File: config.mk
export PLATFORM = sky130hd
export DESIGN_NAME = gcd_job_dispatcher
export DESIGN_NICKNAME = d
export VERILOG_FILES = /design/src/rtl/gcd_job_dispatcher.sv
export SDC_FILE = /design/constraint.sdc
export NUM_CORES = 1
export LEC_CHECK = 0
export CORE_ASPECT_RATIO = 0.75
export CORE_UTILIZATION = 40
export DETAILED_ROUTE_END_ITERATION = 12
export GPL_TIMING_DRIVEN = 0
export MAX_ROUTING_LAYER = met4
export PLACE_DENSITY = 0.64
export SKIP_LAST_GASP = 1
export SYNTH_ARGS = -nofsm -noshare
export SYNTH_HDL_FRONTEND = slang
export SYNTH_SLANG_ARGS = --single-unit
File: constraint.sdc
create_clock -name clk -period 4.55 [get_ports clk]
set_clock_uncertainty 0.15 [all_clocks]
set_input_delay 0.91 -clock clk [delete_from_list [all_inputs] [get_ports clk]]
set_output_delay 0.91 -clock clk [all_outputs]
set_load 0.005 [all_outputs]
File: src/rtl/gcd_job_dispatcher.sv
// gcd_job_dispatcher: queues (a, b, tag) jobs in a small FIFO and feeds them one
// at a time to the multi-cycle gcd engine, returning (res, tag) on a valid/ready port.
// Optional watchdog abort of a stuck engine: define GCD_DISP_TIMEOUT_EN.
module gcd_job_dispatcher #(
    parameter int unsigned WIDTH   = 41,
    parameter int unsigned DEPTH   = 4,
    parameter int unsigned TAG_W   = 4,
    parameter int unsigned TIMEOUT = 1023
) (
    input  logic             clk,
    input  logic             reset,
    input  logic             in_valid,
    output logic             in_ready,
    input  logic [WIDTH-1:0] in_a,
    input  logic [WIDTH-1:0] in_b,
    input  logic [TAG_W-1:0] in_tag,
    output logic             eng_start,
    output logic [WIDTH-1:0] eng_a,
    output logic [WIDTH-1:0] eng_b,
    input  logic             eng_done,
    input  logic [WIDTH-1:0] eng_res,
    output logic             out_valid,
    input  logic             out_ready,
    output logic [WIDTH-1:0] out_res,
    output logic [TAG_W-1:0] out_tag,
    output logic             out_timeout,
    output logic             busy
);

    localparam int unsigned PTR_W   = $clog2(DEPTH);
    localparam int unsigned CNT_W   = $clog2(DEPTH + 1);
    localparam int unsigned ENTRY_W = 2 * WIDTH + TAG_W;
    localparam int unsigned WD_W    = 16;

    // Reject configurations the pointer wrap and watchdog cannot support.
    if (DEPTH < 2 || (DEPTH & (DEPTH - 1)) != 0 || TIMEOUT < 1 || TIMEOUT > 65535) begin : g_bad_param
        $error("gcd_job_dispatcher: DEPTH must be a power of 2 >= 2, TIMEOUT in 1..65535");
    end

    typedef enum logic [2:0] {
        S_IDLE  = 3'd0,
        S_START = 3'd1,
        S_BLANK = 3'd2,
        S_WAIT  = 3'd3,
        S_OUT   = 3'd4
    } state_t;

    state_t             state;
    state_t             state_next;
    logic [ENTRY_W-1:0] fifo_mem [DEPTH];
    logic [ENTRY_W-1:0] rd_entry;
    logic [PTR_W-1:0]   wr_ptr;
    logic [PTR_W-1:0]   rd_ptr;
    logic [CNT_W-1:0]   count;
    logic [CNT_W-1:0]   count_next;
    logic [TAG_W-1:0]   job_tag;
    logic               push;
    logic               pop;
    logic               capture_res;
`ifdef GCD_DISP_TIMEOUT_EN
    logic [WD_W-1:0]    wd_cnt;
    logic               capture_to;
`endif

    assign rd_entry = fifo_mem[rd_ptr];

    // State register.
    always_ff @(posedge clk) begin
        if (reset) begin
            state <= S_IDLE;
        end else begin
            state <= state_next;
        end
    end

    // Next-state, FIFO pop/push and capture strobes.
    always_comb begin
        state_next  = state;
        pop         = 1'b0;
        capture_res = 1'b0;
`ifdef GCD_DISP_TIMEOUT_EN
        capture_to  = 1'b0;
`endif
        push        = in_valid && in_ready;
        unique case (state)
            S_IDLE: begin
                if (count != '0) begin
                    pop        = 1'b1;
                    state_next = S_START;
                end
            end
            S_START: state_next = S_BLANK;
            // eng_done may still show the previous job here; it is not looked at.
            S_BLANK: state_next = S_WAIT;
            S_WAIT: begin
                if (eng_done) begin
                    capture_res = 1'b1;
                    state_next  = S_OUT;
                end
`ifdef GCD_DISP_TIMEOUT_EN
                else if (wd_cnt == WD_W'(TIMEOUT - 1)) begin
                    capture_to = 1'b1;
                    state_next = S_OUT;
                end
`endif
            end
            S_OUT: begin
                if (out_ready) begin
                    state_next = S_IDLE;
                end
            end
            default: state_next = S_IDLE;
        endcase
        unique case ({push, pop})
            2'b10:   count_next = count + CNT_W'(1);
            2'b01:   count_next = count - CNT_W'(1);
            default: count_next = count;
        endcase
    end

    // FIFO storage; contents need no reset since count gates every read.
    always_ff @(posedge clk) begin
        if (push) begin
            fifo_mem[wr_ptr] <= {in_a, in_b, in_tag};
        end
    end

    // FIFO pointers and occupancy.
    always_ff @(posedge clk) begin
        if (reset) begin
            wr_ptr <= '0;
            rd_ptr <= '0;
            count  <= '0;
        end else begin
            if (push) begin
                wr_ptr <= wr_ptr + PTR_W'(1);
            end
            if (pop) begin
                rd_ptr <= rd_ptr + PTR_W'(1);
            end
            count <= count_next;
        end
    end

    // Issued job operands; held until the next pop.
    always_ff @(posedge clk) begin
        if (reset) begin
            eng_a   <= '0;
            eng_b   <= '0;
            job_tag <= '0;
        end else if (pop) begin
            {eng_a, eng_b, job_tag} <= rd_entry;
        end
    end

    // Registered handshake/status outputs derived from next state.
    always_ff @(posedge clk) begin
        if (reset) begin
            eng_start <= 1'b0;
            out_valid <= 1'b0;
            in_ready  <= 1'b1;
            busy      <= 1'b0;
        end else begin
            eng_start <= (state_next == S_START);
            out_valid <= (state_next == S_OUT);
            in_ready  <= (count_next != CNT_W'(DEPTH));
            busy      <= (state_next != S_IDLE) || (count_next != '0);
        end
    end

    // Result capture; eng_res is sampled only when leaving WAIT.
    always_ff @(posedge clk) begin
        if (reset) begin
            out_res <= '0;
            out_tag <= '0;
        end else if (capture_res) begin
            out_res <= eng_res;
            out_tag <= job_tag;
        end
`ifdef GCD_DISP_TIMEOUT_EN
        else if (capture_to) begin
            out_res <= '0;
            out_tag <= job_tag;
        end
`endif
    end

`ifdef GCD_DISP_TIMEOUT_EN
    // Watchdog: cleared entering WAIT, counts every WAIT cycle.
    always_ff @(posedge clk) begin
        if (reset) begin
            wd_cnt <= '0;
        end else if (state == S_BLANK) begin
            wd_cnt <= '0;
        end else if (state == S_WAIT) begin
            wd_cnt <= wd_cnt + WD_W'(1);
        end
    end

    // Abort flag set with the zero result, cleared on result handshake.
    always_ff @(posedge clk) begin
        if (reset) begin
            out_timeout <= 1'b0;
        end else if (capture_to) begin
            out_timeout <= 1'b1;
        end else if (state == S_OUT && out_ready) begin
            out_timeout <= 1'b0;
        end
    end
`else
    assign out_timeout = 1'b0;
`endif

endmodule

# Word-level counts from Yosys, hierarchy flattened
# Memories as Yosys holds them, arrays and structs flattened. A register that Yosys moved wholly into a read port is not among the register bits.
# Index checks and enable logic that the tools add are counted.
[word_totals] reg_bits=59 ramBits=344 inputBits=132 wordCells=41 mem_count=1
[memory_table] memory="fifo_mem" depth=4 width=86 rd=1 rd_ports_with_merged_regs=1 wr=1 line="50" text="logic [ENTRY_W-1:0] fifo_mem [DEPTH];"
[classes] add_sub_neg=4 n_eq_ne=9 muxes=11 n_reduce_logical=6
[op_table] operator="$pmux W3 S5" n=1
[op_table] operator="$mux W3" n=3
[op_table] operator="$reduce_bool A3 Y1" n=3
[op_table] operator="$eq A3 B1 Y1 const B" n=2
[op_table] operator="$eq A3 B2 Y1 const B" n=2
[op_table] operator="$eq A3 B3 Y1 const B" n=2
[op_table] operator="$mux W1" n=6
[op_table] operator="$pmux W3 S2" n=1
[op_table] operator="$add A2 B1 Y2 const B" n=2
[op_table] operator="$add A3 B1 Y3 const B" n=1
[op_table] operator="$logic_not A3 Y1" n=1
[op_table] operator="$ne A3 B3 Y1 const B" n=1
[op_table] operator="$sub A3 B1 Y3 const B" n=1
[op_table] operator="$eq A2 B1 Y1 const B" n=1
[op_table] operator="$eq A2 B2 Y1 const B" n=1
[op_table] operator="$logic_and A1 B1 Y1" n=1
[op_table] operator="$logic_or A1 B1 Y1" n=1

# Logic depth before layout (Yosys ltp)
# Gate-level depths: netlist of run 1.
[depth] word_depth=7 ltp_mapped=11 depth_no_buf=9

# Worst setup path before layout of run 1
# No wires, ideal clock.
[synth_timing] kind="input to register" startpoint="in in_valid" endpoint="mem fifo_mem[3][0] in the netlist's numbering, enable pin" arrival_ns=2.964 required_time_ns=3.946 path_slack_ns=0.982 stages=1 path_cell_list="and3_1"
[synth_between] elab_chain_cells=3
[synth_rtl] element="start: declaration" line="12" text="input logic in_valid,"
[synth_rtl] element="$logic_and A1 B1 Y1" line="84" text="push = in_valid && in_ready;"
[synth_rtl] element="$mux W1" line="123" text="if (push) begin"
[synth_rtl] element="$mux W1 (not written as such)" line="124" text="fifo_mem[wr_ptr] <= {in_a, in_b, in_tag};"
[synth_rtl] element="end: declaration" line="50"
# No other way between the ends.

# Worst setup path in the final report of run 1
[layout_timing] startpoint="reg count[0]" endpoint="reg in_ready"
[layout_between] elab_chain_cells=6
[layout_rtl] element="start: declaration" line="54" text="logic [CNT_W-1:0] count;"
[layout_rtl] element="start signal: assignment" line="141" text="count <= count_next;"
[layout_rtl] element="$reduce_bool A3 Y1" line="87" text="if (count != '0) begin"
[layout_rtl] element="$mux W1" line="87"
[layout_rtl] element="$mux W1" line="85" text="unique case (state)"
[layout_rtl] element="$eq A2 B1 Y1 / $eq A2 B2 Y1 (equally long branches)" line="114" text="unique case ({push, pop})"
[layout_rtl] element="$pmux W3 S2 (*)" line="114"
[layout_rtl] element="$ne A3 B3 Y1 (*)" line="166" text="in_ready <= (count_next != CNT_W'(DEPTH));"
[layout_rtl] element="end signal: assignment" line="166"
[layout_rtl] element="end: declaration" line="13" text="output logic in_ready,"
# Mark *: on every way between the ends. The rest lies on a longest branch, timed or not.
# A chain may end at the register's enable or synchronous reset.

==> reports/results.env, run 1 <==
OUTCOME='finished clean'
CRITICAL_PATH.MAX_STAGE_DELAY_NS=0.45
DP.FINAL_HPWL_MM=25.9
DRT_FIRST_ITER_VIOLATIONS=568
TOTALPOWERFINAL_W=0.0134
WORST-SLEW-PIN-TRANSITION_NS=0.994
DOMINANTREGCELLSYNTH='sky130_fd_sc_hd__edfxtp_1'
TIMING.CRITICAL_PATH.DEPTH=10
HOLD_VIOL=0
AVGVIACOUNTPERCELL=4.95
PERIOD_MINUS_SLACK_NS=3.27
DIE-HEIGHT_UM=183
DIE_WIDTH_UM=243
FINALHOLDWORSTSLACK_NS=0.302
GRTUSAGETOTAL=0.184
GPL.FINAL_WEIGHTED_CONGESTION=0.754
TIMING.REG2REG.WORST_PATH_DEPTH=10
MOST-COMMON-LAYOUT-CELLS='sky130_fd_sc_hd__edfxtp_1 (344), sky130_fd_sc_hd__nand2_1 (265), sky130_fd_sc_hd__clkdlybuf4s50_1 (261)'
P_LEAK_nW=7.30
CLKSLEWWORSTSETUPHOLDPATHS_NS=0.06
CP_DATA_REQUIRED_TIME_NS=4.83
ROUTED_WL_MM=39.5
CTS-HOLD-FIX-BUFFERS=0
CTS_HTREE_LEVELS=2
HOLD_PATH.CLASS='reg -> reg'
SLEW_HEADROOM=0.337
END_KIND='register'
FLOORPLAN.INITIALDENSITY=0.410
CTS_BUFFERS=47
TIMING.REG2REG.SETUP_SLACK_NS=1.28
SETUP-VIOLATIONS-FINAL=0
TIMING.CRITICAL_PATH.MODE_CELL='sky130_fd_sc_hd__buf_2'
CRITICAL_PATH.REG2REG.STARTPOINT='count[0]$_SDFF_PP0_'
STD_CELL_ROWS=65
DRIVE_GT1_FRAC=0.135
LAYOUT.NETS=1540
INITIAL_ANTENNA_VIOLATION_COUNT=3
BUFFER_PORTS.INSERTED=261
MAX-CAP-VIOLATIONS=0
CRITICALPATHCATEGORY='reg -> reg'
PWR_DENSITY_CELL_nW_PER_UM2=593
CRITPATHLAUNCHTYPE='register'
FINAL_PERIOD_UTIL=0.718
SYNTH_NETS=1226
FINAL_CORE_UTILIZATION=0.528
CTS.PATH.MAX_BUFFERS=3
IO_PINS=264
SYNTH-SEQ-AREA-SHARE=0.757
POST_SYNTH_NUM_CELL_TYPES=32
CLOCK_LATENCY_NS=0.56
LARGEST_NET_DEGREE_AT_THE_START_OF_GLOBAL_ROUTING=54
CLOCK_SINKS=489
FINAL_ANT_VIOL_NETS=0
GRT_PASS1_VIAS=10200
POST_CTS.RESIZED_INSTANCES=0
CRIT_START='count[0]$_SDFF_PP0_'
WORSTREG2REGEND='in_ready$_SDFF_PP1_'
POST_LAYOUT_NONFILLER_INSTANCES=2013
ASYNC_FLOP_SHARE=0
POST_SYNTH_EDFFS=344
CRITPATHTOPFAMILY='simple AND/OR/NAND/NOR gates'
POSTCTSSETUPREPAIRBUFS=0
CORE-AREA_UM2=42600
CRIT_END='in_ready$_SDFF_PP1_'
YOSYS_WARNINGS=0
FP.DIEAREA_UM2=44600
LAYOUT.CELLS.MOST_COMMON='sky130_fd_sc_hd__edfxtp_1'
DETAIL_ROUTE.DRC_VIOLATIONS=0
DR_TOTAL_VIAS=9972
SYNTH_SEQ_CELLS=489
CP_NUM_BUF_INV=3
CRIT_PATH_CELL_TRACE='nor3_1 > or4_1 > buf_2 > clkinv_4 > buf_2 > ha_1 > fa_1 > nor2_1 > a22o_1 > or3b_2'
SYN_AREA_PER_CELL_UM2=16.1
FMAX_MHz=306
DPL.CELL_COUNT=1922
TRITONCTS='yes'
WIRE_PER_INST_UM=19.6
GLOBALROUTE.TOTALOVERFLOW=0
SYNTH_CELLS=1088
WORST_EP_ARRIVAL_TIME_NS=3.55
AREA_GROWTH_SYN_TO_LAYOUT_PCT=28.7
FIRST_PASS_GRT_WIRE_LENGTH_MM=60.3
HIGHEST_IR_DROP_SEEN_ON_VDD_mV=0.386
DR.PASS1.ITERS=4
WORSTPATHMAXFANOUT=10
SLEW_VIOLATIONS=0
GRT_SETUP_UNREPAIRED='false'
ROOT_BUF_CELL='sky130_fd_sc_hd__clkbuf_16'
SLOWEST_CELL_ON_THE_CRITICAL_PATH='sky130_fd_sc_hd__fa_1'
SYN-CELL-AREA_UM2=17500
worst min-delay path by stage:
stage / slack (ns) / end / cells after the start / start
global placement: 0.29 / out_res[33]$_SDFFE_PP0P_ / 2 / out_res[33]$_SDFFE_PP0P_
finish: 0.30 / eng_b[12]$_SDFFE_PP0P_ / 2 / eng_b[12]$_SDFFE_PP0P_
CTS: 0.30 / eng_b[33]$_SDFFE_PP0P_ / 2 / eng_b[33]$_SDFFE_PP0P_
global route: 0.32 / eng_b[12]$_SDFFE_PP0P_ / 2 / eng_b[12]$_SDFFE_PP0P_
floorplan: 0.28 / out_tag[0]$_SDFFE_PP0P_ / 2 / job_tag[0]$_SDFFE_PP0P_
detailed placement: 0.30 / out_tag[1]$_SDFFE_PP0P_ / 2 / job_tag[1]$_SDFFE_PP0P_
cells by family (layout without fill, tap and decap cells):
kind of cell,count (synthesis),count (layout),synth area share
DFF,489,489,0.757
and+or+nand+nor,292,292,0.0655
AOI/OAI and AO/OA,138,138,0.0401
muxes,87,87,0.111
buffers and inverters,69,421,0.0187
adders and majority gates,6,6,0.00472
xor gates and xnor gates,6,6,0.00300
other,1,5,0.000214
worst min-delay path: stages (launching register included):
cell	delay, ns
sky130_fd_sc_hd__dfxtp_1	0.31
sky130_fd_sc_hd__nand2_1	0.05
sky130_fd_sc_hd__a21oi_1	0.05
where the power goes:
group	total [W]	internal [W]	switching, W	leakage (nW)
Sequential	0.00577	0.00549	0.000285	4.34
Combinational	0.00365	0.00177	0.00189	2.20
Clock	0.00393	0.00232	0.00161	0.759
layer usage:
layer  track usage  routed length, um  vias up
met5             -                  0        -
met4        0.0428                628        0
met3        0.0379               2170       51
met2         0.293              19300      220
met1         0.245              17400     5024
li1              -                  -     4677
layout make-up:
cell class                 count  area (um2)
multi-input combinational    530        3950
buffer                        66         310
fill                        3571       20100
antenna                        4        10.0
tap                          569         712
clock inverter                22         275
timing repair buffer         265        2720
inverter                       3        16.3
clock buffer                  65        1280
sequential                   489       13200
state kept, by name, indices dropped and copies added, names as in the netlist:
| name | flops |
|---|---|
| fifo_mem | 344 |
| eng_a | 41 |
| eng_b | 41 |
| out_res | 41 |
| job_tag | 4 |
| out_tag | 4 |
| count | 3 |
| state | 3 |
| rd_ptr | 2 |
| wr_ptr | 2 |
| busy | 1 |
| eng_start | 1 |
| in_ready | 1 |
| out_valid | 1 |
synthesized netlist by cell type (all sizes together) (2+ instances only):
master  instances  area share
nor2           11      0.0024
nor2b           2     0.00072
inv             2     0.00043
xnor2           5      0.0025
edfxtp        344        0.59
buf            31       0.010
a21oi         135       0.039
clkbuf         35      0.0075
ha              5      0.0036
mux4           86        0.11
nand3           2     0.00057
and3            5      0.0018
dfxtp         145        0.17
nand2         265       0.057
through the flow:
step           worst slack, ns  instance area, um2  setup TNS [ns]
6_report                  1.28               22500               0
5_1_grt                   1.09               22500               0
4_1_cts                   1.24               22500               0
3_5_place_dp              1.15               20900               0
3_3_place_gp             -1.37               20800         -461.15
2_1_floorplan            0.982               17500               0
(Power assumes the default switching activity.)
==> inputs of run 2 (changes only) <==
--- a/config.mk
+++ b/config.mk
@@ -10,7 +10,7 @@
 export DETAILED_ROUTE_END_ITERATION = 12
 export GPL_TIMING_DRIVEN = 0
 export MAX_ROUTING_LAYER = met4
-export PLACE_DENSITY = 0.64
+export PLACE_DENSITY = 0.66
 export SKIP_LAST_GASP = 1
 export SYNTH_ARGS = -nofsm -noshare
 export SYNTH_HDL_FRONTEND = slang
==> constraint.sdc (replaced) <==
create_clock -name clk -period 2.8 [get_ports clk]
set_clock_uncertainty 0.15 [all_clocks]
set_input_delay 0.56 -clock clk [delete_from_list [all_inputs] [get_ports clk]]
set_output_delay 0.56 -clock clk [all_outputs]
set_load 0.005 [all_outputs]
==> run 2 against run 1 <==
Non-clock buffer count grew 2. Critical path depth down 2. Sequential power is 62% higher. Core utilization about the same. Worst hold slack is essentially flat. First-iteration DRC count down 0.18%. Final cell count hardly changed. Combinational power rose by 67%. Maximum frequency grew 22%. Critical endpoint unchanged. Largest cell class unchanged.
==> reports/results.env, run 2 (same netlist as run 1, synthesis figures left out) <==
OUTCOME='finished clean'
TRITONCTS='yes'
CLKSLEWWORSTSETUPHOLDPATHS_NS=0.06  # about the same
CRITICALPATHCATEGORY='reg -> reg'
ROOT_BUF_CELL='sky130_fd_sc_hd__clkbuf_16'
DR_TOTAL_VIAS=10000  # +0.35%
TOTAL_PLACED_INSTANCE_AREA_UM2=20900  # about the same
CTS_HTREE_LEVELS=2  # unchanged
HIGHEST_IR_DROP_SEEN_ON_VDD_mV=0.521  # +35%
AVGVIACOUNTPERCELL=4.97  # +0.30%
FINAL_ANT_VIOL_NETS=0  # unchanged
CTS_BUFFERS=48  # +2.1%
GLOBALROUTE.TOTALOVERFLOW=0  # unchanged
AREA_GROWTH_SYN_TO_LAYOUT_PCT=28.7  # about the same
LAYOUT.CELLS.MOST_COMMON='sky130_fd_sc_hd__edfxtp_1'
MAX-CAP-VIOLATIONS=0  # unchanged
STD_CELL_ROWS=65  # unchanged
PWR_DENSITY_CELL_nW_PER_UM2=962  # +62%
CLOCK_LATENCY_NS=0.55  # about the same
DP.FINAL_HPWL_MM=25.6  # -1.2%
CTS.PATH.MAX_BUFFERS=3  # unchanged
FINALHOLDWORSTSLACK_NS=0.301  # -0.000418 ns
LARGEST_NET_DEGREE_AT_THE_START_OF_GLOBAL_ROUTING=51  # -5.6%
MOST-COMMON-LAYOUT-CELLS='sky130_fd_sc_hd__edfxtp_1 (344), sky130_fd_sc_hd__nand2_1 (265), sky130_fd_sc_hd__clkdlybuf4s50_1 (261)'
LAYOUT.NETS=1543  # +0.19%
IO_PINS=264  # unchanged
HOLD_VIOL=0  # unchanged
CRITPATHLAUNCHTYPE='register'
CLOCK_SINKS=489  # unchanged
CP_DATA_REQUIRED_TIME_NS=3.08  # -1.75 ns
DETAIL_ROUTE.DRC_VIOLATIONS=0  # unchanged
WIRE_PER_INST_UM=19.7  # +0.62%
WORSTPATHMAXFANOUT=9  # -1
FINAL_PERIOD_UTIL=0.959  # +0.240
ROUTED_WL_MM=39.8  # +0.67%
SETUP-VIOLATIONS-FINAL=0  # unchanged
GRT_PASS1_VIAS=10300  # +1.4%
BUFFER_PORTS.INSERTED=261  # unchanged
DRIVE_GT1_FRAC=0.138  # +0.00249
FP.DIEAREA_UM2=44600  # unchanged
DPL.CELL_COUNT=1922  # unchanged
FINAL_CELL_AREA_UM2=22500  # about the same
WORST-SLEW-PIN-TRANSITION_NS=0.901  # -0.0928 ns
GPL.FINAL_WEIGHTED_CONGESTION=0.773  # +2.5%
FLOORPLAN.INITIALDENSITY=0.410  # unchanged
TOTALPOWERFINAL_W=0.0217  # +62%
INITIAL_ANTENNA_VIOLATION_COUNT=2  # -1
HOLD_PATH.CLASS='reg -> reg'
POST_LAYOUT_NONFILLER_INSTANCES=2014  # +0.050%
NUM-FILL-CELLS=3576  # +0.14%
PERIOD_MINUS_SLACK_NS=2.68  # -0.584 ns
TIMING.SETUP.TNS_NS=0  # unchanged
DIE_WIDTH_UM=243  # unchanged
END_KIND='register'
DIE-HEIGHT_UM=183  # unchanged
WORST_EP_ARRIVAL_TIME_NS=2.96  # -0.59 ns
LARGEST_REGISTER_FF_COUNT=344  # unchanged
CORE-AREA_UM2=42600  # unchanged
DR.PASS1.ITERS=4  # unchanged
SLEW_VIOLATIONS=0  # unchanged
DRT_FIRST_ITER_VIOLATIONS=567  # -0.18%
FMAX_MHz=373  # +22%
GRTUSAGETOTAL=0.184  # -0.000279
P_LEAK_nW=7.29  # -0.11%
FIRST_PASS_GRT_WIRE_LENGTH_MM=60.1  # -0.29%
GRT_SETUP_UNREPAIRED='false'
SLEW_HEADROOM=0.399  # +0.0618
REGISTERS.TOP_BY_FF_COUNT='fifo_mem'
-- run 2: cell types whose count changed in the layout (fill, tap and decap cells not counted), sizes merged --
cell / change
clkinv: +1
clkbuf: +9
bufinv: -4
diode: -2
buf: +2
inv: -5
-- run 2: layer usage --
layer | track usage | vias to the layer above | share of wire
met5 | - | - | 0
li1 | - | 4671 | -
met4 | 0.0508 | 0 | 0.024
met3 | 0.0331 | 63 | 0.050
met1 | 0.240 | 5038 | 0.44
met2 | 0.298 | 235 | 0.49
-- run 2: area by class of cell --
type | instances | area [um2] | share of cell area
Tap cell | 569 | 712 | 0.0316
Clock inverter | 14 | 116 | 0.00517
Sequential cell | 489 | 13200 | 0.588
Clock buffer | 74 | 1390 | 0.0615
Multi-Input combinational cell | 530 | 3970 | 0.176
Buffer | 65 | 312 | 0.0138
Antenna cell | 2 | 5.00 | 0.000222
Inverter | 3 | 23.8 | 0.00106
Timing Repair Buffer | 268 | 2750 | 0.122
-- run 2: worst max-delay path: stages, from the launching register on --
cell                       delay (ns)
sky130_fd_sc_hd__dfxtp_2         0.35
sky130_fd_sc_hd__or4_4           0.54
sky130_fd_sc_hd__buf_6           0.17
sky130_fd_sc_hd__clkinv_8        0.08
sky130_fd_sc_hd__ha_4            0.15
sky130_fd_sc_hd__fa_1            0.43
sky130_fd_sc_hd__nor2_1          0.11
sky130_fd_sc_hd__a22o_1          0.15
sky130_fd_sc_hd__or3b_2          0.43
-- run 2: report_power, final --
group | total, W | leakage (nW) | internal, W | switching [W]
Clock | 0.00618 | 0.732 | 0.00358 | 0.00260
Combinational | 0.00610 | 2.22 | 0.00297 | 0.00313
Sequential | 0.00937 | 4.34 | 0.00892 | 0.000450
Total | 0.0217 | 7.29 | 0.0155 | 0.00617
-- run 2: timing repair --
item                                    4_1_cts  5_1_grt
setup buffers                                 0        3
endpoints found under the setup margin        3        1
gates resized for setup                       7        3
cloned                                        0        0
pin swaps                                     0        0
hold buffers                                  0        0
-- run 2: metrics by stage --
stage,setup WS (ns),utilization
finish,0.116,0.528
floorplan,0.0162,-
global placement,-0.920,0.489
detailed placement,-0.436,0.492
CTS,0.0225,0.527
global route,0.0127,0.528
-- run 2: final timing paths --
| path | cells after the start | slack (ns) | to | startpoint |
|---|---|---|---|---|
| worst max-delay path | 8 | 0.12 | in_ready$_SDFF_PP1_ | state[2]$_SDFF_PP0_ |
| worst min-delay path | 2 | 0.30 | out_tag[3]$_SDFFE_PP0P_ | job_tag[3]$_SDFFE_PP0P_ |
| worst max register to register | 8 | 0.12 | in_ready$_SDFF_PP1_ | state[2]$_SDFF_PP0_ |
| worst min register to register | 2 | 0.30 | out_tag[3]$_SDFFE_PP0P_ | job_tag[3]$_SDFFE_PP0P_ |
